==> src/rtl/dma_out_burst_if.sv <==
`default_nettype none
// +--------------------------------------------------------------------------+
// | dma_out_burst_wb_if / dma_out_burst_axis_if                              |
// | Wishbone and stream bundles used by the burst stream-to-memory DMA.      |
// | Revision: 1.0                                                            |
// +--------------------------------------------------------------------------+
interface dma_out_burst_wb_if #(
   parameter int DW = 32,
   parameter int AW = 32
);
   logic            stb;
   logic            cyc;
   logic            we;
   logic [DW/8-1:0] sel;
   logic [DW-1:0]   wdat;
   logic [AW-1:0]   adr;
   logic            ack;
   logic [DW-1:0]   rdat;

   modport master (output stb, cyc, we, sel, wdat, adr, input  ack, rdat);
   modport slave  (input  stb, cyc, we, sel, wdat, adr, output ack, rdat);
endinterface

interface dma_out_burst_axis_if #(
   parameter int DW = 32
);
   logic          tvalid;
   logic [DW-1:0] tdata;
   logic          tlast;
   logic          tready;

   modport master (output tvalid, tdata, tlast, input  tready);
   modport slave  (input  tvalid, tdata, tlast, output tready);
endinterface
`default_nettype wire

==> src/rtl/dma_out_burst.sv <==
`default_nettype none
// +--------------------------------------------------------------------------+
// | dma_out_burst                                                            |
// | Buffers a word stream in a FIFO and writes it to memory at base+i*stride.|
// | Revision: 1.0                                                            |
// +--------------------------------------------------------------------------+
module dma_out_burst #(
   parameter int DATA_W     = 32,
   parameter int ADDR_W     = 32,
   parameter int FIFO_DEPTH = 8,
   parameter int LEN_W      = 16
) (
   input  logic                clk,
   input  logic                rst,
   dma_out_burst_wb_if.slave   s_wbs,
   dma_out_burst_wb_if.master  m_wbs,
   dma_out_burst_axis_if.slave ss
);

   localparam int              PTR_W      = $clog2(FIFO_DEPTH);
   localparam logic [PTR_W:0]  OCC_FULL   = (PTR_W+1)'(FIFO_DEPTH);
   localparam logic [7:0]      ADR_CTRL   = 8'h00;
   localparam logic [7:0]      ADR_BASE   = 8'h10;
   localparam logic [7:0]      ADR_LEN    = 8'h20;
   localparam logic [7:0]      ADR_STRIDE = 8'h30;
   localparam logic [7:0]      ADR_COUNT  = 8'h40;

   typedef enum logic [1:0] {IDLE = 2'd0, RUN = 2'd1, FLUSH = 2'd2} state_t;

   state_t              state_q, state_d;
   logic [ADDR_W-1:0]   base_q, base_d;
   logic [LEN_W-1:0]    len_q, len_d;
   logic [31:0]         stride_q, stride_d;
   logic [LEN_W-1:0]    count_q, count_d;
   logic [LEN_W-1:0]    in_cnt_q, in_cnt_d;
   logic                done_q, done_d;
   logic                last_err_q, last_err_d;
   logic                tlast_seen_q, tlast_seen_d;
   logic                s_ack_q, s_ack_d;
   logic [31:0]         s_dat_q, s_dat_d;
   logic                m_stb_q, m_stb_d;
   logic [DATA_W-1:0]   m_dat_q, m_dat_d;
   logic [ADDR_W-1:0]   m_adr_q, m_adr_d;
   logic [PTR_W-1:0]    wr_ptr_q, wr_ptr_d;
   logic [PTR_W-1:0]    rd_ptr_q, rd_ptr_d;
   logic [PTR_W:0]      occ_q, occ_d;
   logic [DATA_W-1:0]   mem_q [FIFO_DEPTH];

   logic                w_busy, w_empty, w_full, w_tready;
   logic                w_push, w_pop, w_s_req;
   logic [LEN_W-1:0]    w_in_next;
   logic                w_unused;

   always_comb begin
      state_d      = state_q;
      base_d       = base_q;
      len_d        = len_q;
      stride_d     = stride_q;
      count_d      = count_q;
      in_cnt_d     = in_cnt_q;
      done_d       = done_q;
      last_err_d   = last_err_q;
      tlast_seen_d = tlast_seen_q;
      s_dat_d      = s_dat_q;
      m_stb_d      = m_stb_q;
      m_dat_d      = m_dat_q;
      m_adr_d      = m_adr_q;
      wr_ptr_d     = wr_ptr_q;
      rd_ptr_d     = rd_ptr_q;
      occ_d        = occ_q;

      w_busy    = (state_q != IDLE);
      w_empty   = (occ_q == '0);
      w_full    = (occ_q == OCC_FULL);
      w_tready  = (state_q == RUN) && !w_full && (in_cnt_q < len_q) && !tlast_seen_q;
      w_push    = ss.tvalid && w_tready;
      w_pop     = m_stb_q && m_wbs.ack;
      w_s_req   = s_wbs.stb && s_wbs.cyc && !s_ack_q;
      w_in_next = in_cnt_q + 1'b1;
      s_ack_d   = w_s_req;

      // Read data is captured before the clear so the first read still sees done.
      if (w_s_req && !s_wbs.we) begin
         case (s_wbs.adr[7:0])
            ADR_CTRL:   s_dat_d = {28'd0, last_err_q, !w_busy, done_q, w_busy};
            ADR_BASE:   s_dat_d = 32'(base_q);
            ADR_LEN:    s_dat_d = 32'(len_q);
            ADR_STRIDE: s_dat_d = stride_q;
            ADR_COUNT:  s_dat_d = 32'(count_q);
            default:    s_dat_d = '0;
         endcase
         if (s_wbs.adr[7:0] == ADR_CTRL) done_d = 1'b0;
      end

      if (w_s_req && s_wbs.we && !w_busy) begin
         case (s_wbs.adr[7:0])
            ADR_CTRL: begin
               if (s_wbs.wdat[0]) begin
                  done_d       = (len_q == '0);
                  count_d      = '0;
                  in_cnt_d     = '0;
                  tlast_seen_d = 1'b0;
                  last_err_d   = 1'b0;
                  if (len_q != '0) state_d = RUN;
               end
            end
            ADR_BASE:   base_d   = ADDR_W'(s_wbs.wdat);
            ADR_LEN:    len_d    = LEN_W'(s_wbs.wdat);
            ADR_STRIDE: stride_d = s_wbs.wdat;
            default:    ;
         endcase
      end

      if (w_push) begin
         wr_ptr_d = wr_ptr_q + 1'b1;
         in_cnt_d = w_in_next;
         if (ss.tlast && (w_in_next < len_q)) begin
            last_err_d   = 1'b1;
            tlast_seen_d = 1'b1;
            state_d      = FLUSH;
         end else if (w_in_next == len_q) begin
            state_d = FLUSH;
         end
      end

      if (w_pop) begin
         rd_ptr_d = rd_ptr_q + 1'b1;
         count_d  = count_q + 1'b1;
      end

      case ({w_push, w_pop})
         2'b10:   occ_d = occ_q + 1'b1;
         2'b01:   occ_d = occ_q - 1'b1;
         default: ;
      endcase

      // An ack always leaves one idle cycle before the next write starts.
      if (w_pop) begin
         m_stb_d = 1'b0;
      end else if (!m_stb_q && !w_empty) begin
         m_stb_d = 1'b1;
         m_dat_d = mem_q[rd_ptr_q];
         m_adr_d = base_q + ADDR_W'(count_q) * ADDR_W'(stride_q);
      end

      if ((state_q == FLUSH) && w_empty && !m_stb_q) begin
         done_d  = 1'b1;
         state_d = IDLE;
      end
   end

   always_ff @(posedge clk or negedge rst) begin
      if (!rst) begin
         state_q      <= IDLE;
         base_q       <= '0;
         len_q        <= '0;
         stride_q     <= 32'd4;
         count_q      <= '0;
         in_cnt_q     <= '0;
         done_q       <= 1'b0;
         last_err_q   <= 1'b0;
         tlast_seen_q <= 1'b0;
         s_ack_q      <= 1'b0;
         s_dat_q      <= '0;
         m_stb_q      <= 1'b0;
         m_dat_q      <= '0;
         m_adr_q      <= '0;
         wr_ptr_q     <= '0;
         rd_ptr_q     <= '0;
         occ_q        <= '0;
      end else begin
         state_q      <= state_d;
         base_q       <= base_d;
         len_q        <= len_d;
         stride_q     <= stride_d;
         count_q      <= count_d;
         in_cnt_q     <= in_cnt_d;
         done_q       <= done_d;
         last_err_q   <= last_err_d;
         tlast_seen_q <= tlast_seen_d;
         s_ack_q      <= s_ack_d;
         s_dat_q      <= s_dat_d;
         m_stb_q      <= m_stb_d;
         m_dat_q      <= m_dat_d;
         m_adr_q      <= m_adr_d;
         wr_ptr_q     <= wr_ptr_d;
         rd_ptr_q     <= rd_ptr_d;
         occ_q        <= occ_d;
      end
   end

   always_ff @(posedge clk) begin
      if (w_push) mem_q[wr_ptr_q] <= ss.tdata;
   end

   assign ss.tready  = w_tready;
   assign s_wbs.ack  = s_ack_q;
   assign s_wbs.rdat = s_dat_q;
   assign m_wbs.stb  = m_stb_q;
   assign m_wbs.cyc  = m_stb_q;
   assign m_wbs.we   = m_stb_q;
   assign m_wbs.sel  = {(DATA_W/8){m_stb_q}};
   assign m_wbs.wdat = m_dat_q;
   assign m_wbs.adr  = m_adr_q;
   assign w_unused   = ^{s_wbs.sel, s_wbs.adr[31:8], m_wbs.rdat};

endmodule
`default_nettype wire

==> src/flat_wrapper.sv <==
// flat-port wrapper written by rule: the top's interface ports become plain ports
module dma_out_burst_flat 
#(
   parameter int DATA_W     = 32,
   parameter int ADDR_W     = 32,
   parameter int FIFO_DEPTH = 8,
   parameter int LEN_W      = 16
)
  (clk, rst, s_wbs_stb, s_wbs_cyc, s_wbs_we, s_wbs_sel, s_wbs_wdat, s_wbs_adr, s_wbs_ack, s_wbs_rdat, m_wbs_stb, m_wbs_cyc, m_wbs_we, m_wbs_sel, m_wbs_wdat, m_wbs_adr, m_wbs_ack, m_wbs_rdat, ss_tvalid, ss_tdata, ss_tlast, ss_tready);
  dma_out_burst_wb_if s_wbs_i ();
  dma_out_burst_wb_if m_wbs_i ();
  dma_out_burst_axis_if ss_i ();
  input  logic clk;
  input  logic rst;
  input wire logic [$bits(s_wbs_i.stb)-1:0] s_wbs_stb;
  input wire logic [$bits(s_wbs_i.cyc)-1:0] s_wbs_cyc;
  input wire logic [$bits(s_wbs_i.we)-1:0] s_wbs_we;
  input wire logic [$bits(s_wbs_i.sel)-1:0] s_wbs_sel;
  input wire logic [$bits(s_wbs_i.wdat)-1:0] s_wbs_wdat;
  input wire logic [$bits(s_wbs_i.adr)-1:0] s_wbs_adr;
  output wire logic [$bits(s_wbs_i.ack)-1:0] s_wbs_ack;
  output wire logic [$bits(s_wbs_i.rdat)-1:0] s_wbs_rdat;
  output wire logic [$bits(m_wbs_i.stb)-1:0] m_wbs_stb;
  output wire logic [$bits(m_wbs_i.cyc)-1:0] m_wbs_cyc;
  output wire logic [$bits(m_wbs_i.we)-1:0] m_wbs_we;
  output wire logic [$bits(m_wbs_i.sel)-1:0] m_wbs_sel;
  output wire logic [$bits(m_wbs_i.wdat)-1:0] m_wbs_wdat;
  output wire logic [$bits(m_wbs_i.adr)-1:0] m_wbs_adr;
  input wire logic [$bits(m_wbs_i.ack)-1:0] m_wbs_ack;
  input wire logic [$bits(m_wbs_i.rdat)-1:0] m_wbs_rdat;
  input wire logic [$bits(ss_i.tvalid)-1:0] ss_tvalid;
  input wire logic [$bits(ss_i.tdata)-1:0] ss_tdata;
  input wire logic [$bits(ss_i.tlast)-1:0] ss_tlast;
  output wire logic [$bits(ss_i.tready)-1:0] ss_tready;
  assign s_wbs_i.stb = s_wbs_stb;
  assign s_wbs_i.cyc = s_wbs_cyc;
  assign s_wbs_i.we = s_wbs_we;
  assign s_wbs_i.sel = s_wbs_sel;
  assign s_wbs_i.wdat = s_wbs_wdat;
  assign s_wbs_i.adr = s_wbs_adr;
  assign s_wbs_ack = s_wbs_i.ack;
  assign s_wbs_rdat = s_wbs_i.rdat;
  assign m_wbs_stb = m_wbs_i.stb;
  assign m_wbs_cyc = m_wbs_i.cyc;
  assign m_wbs_we = m_wbs_i.we;
  assign m_wbs_sel = m_wbs_i.sel;
  assign m_wbs_wdat = m_wbs_i.wdat;
  assign m_wbs_adr = m_wbs_i.adr;
  assign m_wbs_i.ack = m_wbs_ack;
  assign m_wbs_i.rdat = m_wbs_rdat;
  assign ss_i.tvalid = ss_tvalid;
  assign ss_i.tdata = ss_tdata;
  assign ss_i.tlast = ss_tlast;
  assign ss_tready = ss_i.tready;
  dma_out_burst #(.DATA_W(DATA_W), .ADDR_W(ADDR_W), .FIFO_DEPTH(FIFO_DEPTH), .LEN_W(LEN_W)) u_core (.clk(clk), .rst(rst), .s_wbs(s_wbs_i), .m_wbs(m_wbs_i), .ss(ss_i));
endmodule
==> config.mk <==
export PLATFORM = sky130hd
export DESIGN_NAME = dma_out_burst_flat
export DESIGN_NICKNAME = d
export VERILOG_FILES = /design/src/rtl/dma_out_burst_if.sv /design/src/rtl/dma_out_burst.sv /design/src/flat_wrapper.sv
export SDC_FILE = /design/constraint.sdc
export NUM_CORES = 2
export LEC_CHECK = 0
export CAP_MARGIN = 20
export CORE_ASPECT_RATIO = 1.1
export CORE_MARGIN = 8
export CORE_UTILIZATION = 39
export DETAILED_ROUTE_END_ITERATION = 7
export PLACE_DENSITY_LB_ADDON = 0.2
export SLEW_MARGIN = 5
export SYNTH_ARGS = -nofsm -noshare
export SYNTH_HDL_FRONTEND = slang
export SYNTH_SLANG_ARGS = --single-unit
==> constraint.sdc <==
create_clock -name clk -period 8.6 [get_ports clk]
set_input_delay 0.86 -clock clk [delete_from_list [all_inputs] [get_ports clk]]
set_output_delay 0.86 -clock clk [all_outputs]
set_load 0.02 [all_outputs]
* After elaboration in Yosys (flattened, before gate mapping)
Memories as Yosys holds them, arrays and structs flattened. A register that Yosys moved wholly into a read port is not among the register bits.
Index checks and enable logic that the tools add are counted.
** Word-level totals
- Bits in registers :: 193
- RAM bits :: 256
- Output and inout bits :: 105
- Memories kept :: 1
** Memories
- u_core.mem_q :: depth 8, bits a word 32, rd ports 1, clocked after memory_dff 1, write ports 1, RTL line dma_out_burst.sv:47 : logic [DATA_W-1:0] mem_q [FIFO_DEPTH];
** Operators by class
- Add/subtract/negate cells :: 7
- Multiply operators :: 1
- Order comparisons :: 2
- Eq/ne operators :: 10
- Multiplexer cells :: 35
- Bitwise logic cells :: 1
- Reductions and logical operators :: 41
** Operator list (count)
- one-hot mux 32 bit (5 select lines) :: 1
- 2-to-1 mux 16 bit :: 5
- adder 16 x 1 -> 16 bit, second input constant :: 2
- adder 32 bit :: 1
- < comparator 16 bit :: 2
- multiplier 16 x 32 -> 32 bit :: 1
- 2-to-1 mux 1 bit :: 20
- nonzero test 2 bit :: 9
- equality test 16 bit :: 1
- equality test 8 x 6 -> 1 bit, second input constant :: 2
- logical NOT 16 bit :: 1
- 2-to-1 mux 2 bit :: 8
- nonzero test 16 bit :: 1
- logical AND 1 bit :: 14
- equality test 8 x 5 -> 1 bit, second input constant :: 1
- equality test 8 x 7 -> 1 bit, second input constant :: 1
- logical NOT 1 bit :: 8
- logical NOT 8 bit :: 1
- one-hot mux 4 bit (2 select lines) :: 1
- AND reduction 2 bit :: 4
- adder 3 x 1 -> 3 bit, second input constant :: 2
- AND reduction 3 bit :: 2
- adder 4 x 1 -> 4 bit, second input constant :: 1
- equality test 2 x 1 -> 1 bit, second input constant :: 2
- 5 further kinds :: 6

* Depth between registers and ports, before layout
- Depth in word-level cells :: 9
- Depth in mapped cells :: 24

* Least setup slack after synthesis
Ideal clock, no wire load.
- Path type :: reg-to-reg
- Start point :: register u_core.count_q[7]
- End point :: register u_core.m_adr_q[30] (netlist: u_core.m_wbs.adr[30])
- Library setup time :: 0.138 ns
- Data arrival time :: 5.883 ns
- Path slack :: 2.579 ns
- Cell stages (with the launch flop) :: 24
- Clock period less this slack :: 6.021 ns
- Cell sequence :: dfrtp_1 > clkbuf_1 > clkbuf_1 > nand2_1 > fa_1 > inv_1 > fa_1 > inv_1 > fa_1 > inv_1 > fa_1 > fa_1 > inv_1 > fa_1 > inv_1 > ha_1 > a21o_1 > a211oi_1 > o22ai_1 > o211ai_1 > a31oi_1 > o41ai_1 > mux2i_1 > o211ai_1
** Between the ends
- Longest elaborated chain between the ends :: 2
** RTL lines
- start: declaration :: RTL line dma_out_burst.sv:34 : logic [LEN_W-1:0] count_q, count_d;
- start signal: assignment :: RTL line dma_out_burst.sv:176 : count_q <= count_d;
- multiplier 16 x 32 -> 32 bit :: RTL line dma_out_burst.sv:143 : m_adr_d = base_q + ADDR_W'(count_q) * ADDR_W'(stride_q);
- adder 32 bit :: RTL line dma_out_burst.sv:143
- end signal: assignment :: RTL line dma_out_burst.sv:185 : m_adr_q <= m_adr_d;
- end: declaration :: RTL line dma_out_burst.sv:43 : logic [ADDR_W-1:0] m_adr_q, m_adr_d;
Every way passes these cells.
A chain may end at the register's enable or synchronous reset.

* Worst setup path after layout
Same ends and word-level chain as after synthesis.

==> run metrics <==
status completed; initial core utilization 39.21%; Post-Route Setup TNS 0 ns; IO buf count between 150 and 200; Cell Area, Synth roughly 33000 sq um; P_leak 15.86 nW; Crit path buffers/inverters 4; largest stage delay on the critical path between 0.7 and 0.8 ns; Fill cells between 7000 and 8000; FF-to-FF path depth 19; largest net degree at the start of global routing 97; Post-Synth Adder-Cell Area 24.70%; mux cell area share after synthesis ~8.7%; Final Critical Period 7.010 ns; Seq/Total Area, Yosys 40.90%; Critical Path AT 7.44 ns; vias in the first global route 23840; gr ovfl total 0; Fin Clk Skew between 0.04 and 0.05 ns; Detail Route Antenna Nets 0; wire length on met2 46330 um; Rows 111; Metal-1 WL 34680 um; Max Freq 142.7 MHz; drt pass-1 iters 5; most frequent cells in the layout 475 x inv_1, 432 x nand2_1, 335 x fa_1; Post-synth EDFFs 256; Max-Cap Viols 0; mean post-synth cell area between 10 and 15 sq um; area grow syn2layout 14.24%; sw power 0.002108 W; Die W around 290 um; syn_nets 3452; R2R Path End u_core.m_wbs.adr[30]; clock tree buffer depth 3; Placer Congestion 0.8603; DIE HEIGHT 319.1 um; Clock Power Share about a third; Final Hold Fails 0; Worst Hold Class in2async; RSZ-0062 raised after global routing false; Required @ worst endpoint about 9.0 ns; IO Count 245; most used cell, CP fa_1; Worst Setup SP u_core.count_q[7]; Internal 0.004675 W; Slew Viols, Final 0; Final nets 3576; largest family of logic cells by synthesized area adder cells; commonest non-fill, non-tap cell in the layout inv_1; Routed wire per std cell 21.83 um; CTS sink cnt 481; CTS buffer count 51; Clock Latency Late Sink 0.63 ns; total routed wirelength 89760 um; WL met3 4359 um; Synth Area in Compound Gates 5.759%; # setup viols final 0; top cell family by delay on the critical path adder cells; clk slew on worst S/H paths 0.08 ns; full die area 93020 sq um; Final period util 81.51%; top sig layer met5; first-pass GRT wire length about 140000 um; Slew HR 29.43%; drt drc 0; Crit Path Max Fanout 21; Async S/R FF share, synth 46.78%; combinational cell fraction of total power 25.2%; slowest CP cell dfrtp_1; CTS root buf clkbuf_16; ratio of cells with drive above 1 in the final layout about a tenth; Hold Buf Count CTS 0; CTS tree yes; gate count of the mapped netlist 2870; initial antenna violation count 5; routed via count between 20000 and 25000; H-Tree Depth 2; worst-path cell chain buf_4 -> nand2_1 -> fa_1 -> inv_1 -> fa_1 -> fa_1 -> fa_1 -> fa_1 -> inv_1 -> fa_1 -> inv_1 -> ha_1 -> nand2_1 -> nor4_1 -> o211ai_1 -> a31oi_1 -> o41ai_1 -> mux2i_1 -> o211ai_1; Worst Tran Pin Value 1.059 ns; unique cell type count in the Yosys netlist 72; register-to-register path setup slack roughly 1.6 ns; worst setup path class reg2reg; critical path endpoint category flip-flop; Detail Placement HPWL 64220 um; Seq pwr share 42.0%; peak supply drop ~0.21 mV; Via density 5.267; Ys Warns 0; core footprint 83050 sq um; Post-Synth Simple-Gate Area between 10% and 20%; worst r2r src u_core.count_q[7]; Synth Register Bits 481; CP startpoint kind flip-flop; Post CTS Setup Buffer Count 0; initial DRC count 1393; gr usage total 19.45%; Post-Synth XOR/XNOR Area 1.721%; Resized cells post-CTS 0; Power Density roughly 180 nW/um^2; sw frac 31.08%; Pwr Total 0.006783 W; Top FF cell, synth edfxtp_1
## synthesized netlist by cell type (5+ instances only)
cell	count	area share [%]
a21o_1	19	0.44
nor2_1	46	0.53
a31o_2	5	0.13
and3_1	6	0.12
and2_1	149	2.9
o31ai_1	11	0.25
mux2_2	63	2.2
a221oi_1	12	0.32
nor4_1	6	0.12
ha_1	107	4.1
nand2_1	432	5.0
inv_1	475	5.5
or3_1	7	0.13
o21a_1	18	0.41
xnor2_1	44	1.2
a21oi_1	31	0.48
nand3_1	30	0.46
fa_1	335	21
o21ai_0	151	2.3
o211ai_1	5	0.12
nand4_1	16	0.31
mux2i_1	66	2.0
nor3_1	17	0.26
nand2b_1	9	0.17
edfxtp_1	256	24
and2_0	6	0.12
dfrtp_1	224	17
nor4b_1	5	0.13
buf_2	15	0.23
a31oi_1	7	0.13
mux4_2	64	4.4
buf_1	13	0.15
xor2_1	20	0.54
nor2b_1	5	0.096
clkbuf_1	118	1.4
or2_2	5	0.096
buf_4	7	0.16
a211oi_1	10	0.23
## per-stage QoR
| stage | cell area (sq um) | utilization [%] | hold WS [ns] | cells | worst slack (ns) |
|---|---|---|---|---|---|
| after global placement | 35500 | 42.74 | 0.4647 | 4014 | 1.761 |
| after CTS | 37200 | 44.79 | 0.2942 | 4110 | 1.639 |
| after floorplan | 32570 | - | 0.4644 | 2870 | 2.579 |
| after detailed placement | 35500 | 42.74 | 0.4645 | 4014 | 1.736 |
| final | 37200 | 44.80 | 0.2938 | 4111 | 1.590 |
| after global routing | 37200 | 44.80 | 0.3350 | 4111 | 1.235 |
## layer usage
layer | GRT usage [%] | vias to the layer above
li1 | - | 9585
met1 | 23.01 | 11240
met2 | 34.98 | 609
met3 | 2.787 | 206
met4 | 8.549 | 8
met5 | 0 | -
## area by class of cell
cell class                      count  area [sq um]  area share [%]
Multi-Input combinational cell   1759         16890           45.39
Sequential cell                   481         13330           35.83
Timing Repair Buffer              225          2150           5.778
Inverter                          476          1787           4.802
Clock buffer                       76          1450           3.898
Tap cell                         1073          1343           3.609
Clock inverter                     20         255.2          0.6861
Antenna cell                        1         2.502        0.006726
## power by group through the flow
stage / Sequential [W] / Clock (W) / Combinational (W)
2_1_floorplan: 0.00292 / 0 / 0.000970
3_3_place_gp: 0.00290 / 0 / 0.00172
3_5_place_dp: 0.00290 / 0 / 0.00175
4_1_cts: 0.00286 / 0.00228 / 0.00175
5_1_grt: 0.00289 / 0.00237 / 0.00187
6_report: 0.00285 / 0.00222 / 0.00171
## flip-flops by register name, summed over array words and instances, names as in the netlist, 2 cells and up
register	count
u_core.rd_ptr_q	3
u_core.len_q	16
u_core.m_wbs.adr	32
u_core.base_q	32
u_core.s_wbs.rdat	32
u_core.count_q	16
u_core.wr_ptr_q	3
u_core.state_q	2
u_core.occ_q	4
u_core.m_wbs.wdat	32
u_core.mem_q	256
u_core.in_cnt_q	16
u_core.stride_q	32
## cells by family (layout without fill, tap and decap cells)
| family | after synthesis | in the layout |
|---|---|---|
| adders and majority gates | 442 | 442 |
| buffers and inverters | 630 | 797 |
| AOI/OAI and AO/OA | 303 | 303 |
| muxes | 194 | 194 |
| DFF | 481 | 481 |
| and+or+nand+nor | 756 | 756 |
| xor gates and xnor gates | 64 | 64 |
| other | 0 | 1 |
## worst max-delay path by stage
stage | to | cells past startpoint | slack [ns]
2_1_floorplan | u_core.m_wbs.adr[30] | 23 | 2.58
3_3_place_gp | u_core.m_wbs.adr[30] | 19 | 1.76
3_5_place_dp | u_core.m_wbs.adr[30] | 19 | 1.74
4_1_cts | u_core.m_wbs.adr[30] | 19 | 1.64
5_1_grt | u_core.m_wbs.adr[30] | 21 | 1.23
6_report | u_core.m_wbs.adr[30] | 19 | 1.59
## worst reg2reg max path, cell delays in order, from the launching register on
cell and delay, ns:
dfrtp_1 0.76, buf_4 0.42, nand2_1 0.13, fa_1 0.56, inv_1 0.05, fa_1 0.50
fa_1 0.59, fa_1 0.44, fa_1 0.50, inv_1 0.06, fa_1 0.56, inv_1 0.07
ha_1 0.40, nand2_1 0.17, nor4_1 0.51, o211ai_1 0.20, a31oi_1 0.45, o41ai_1 0.14
mux2i_1 0.19, o211ai_1 0.12
(Power assumes the default switching activity.)
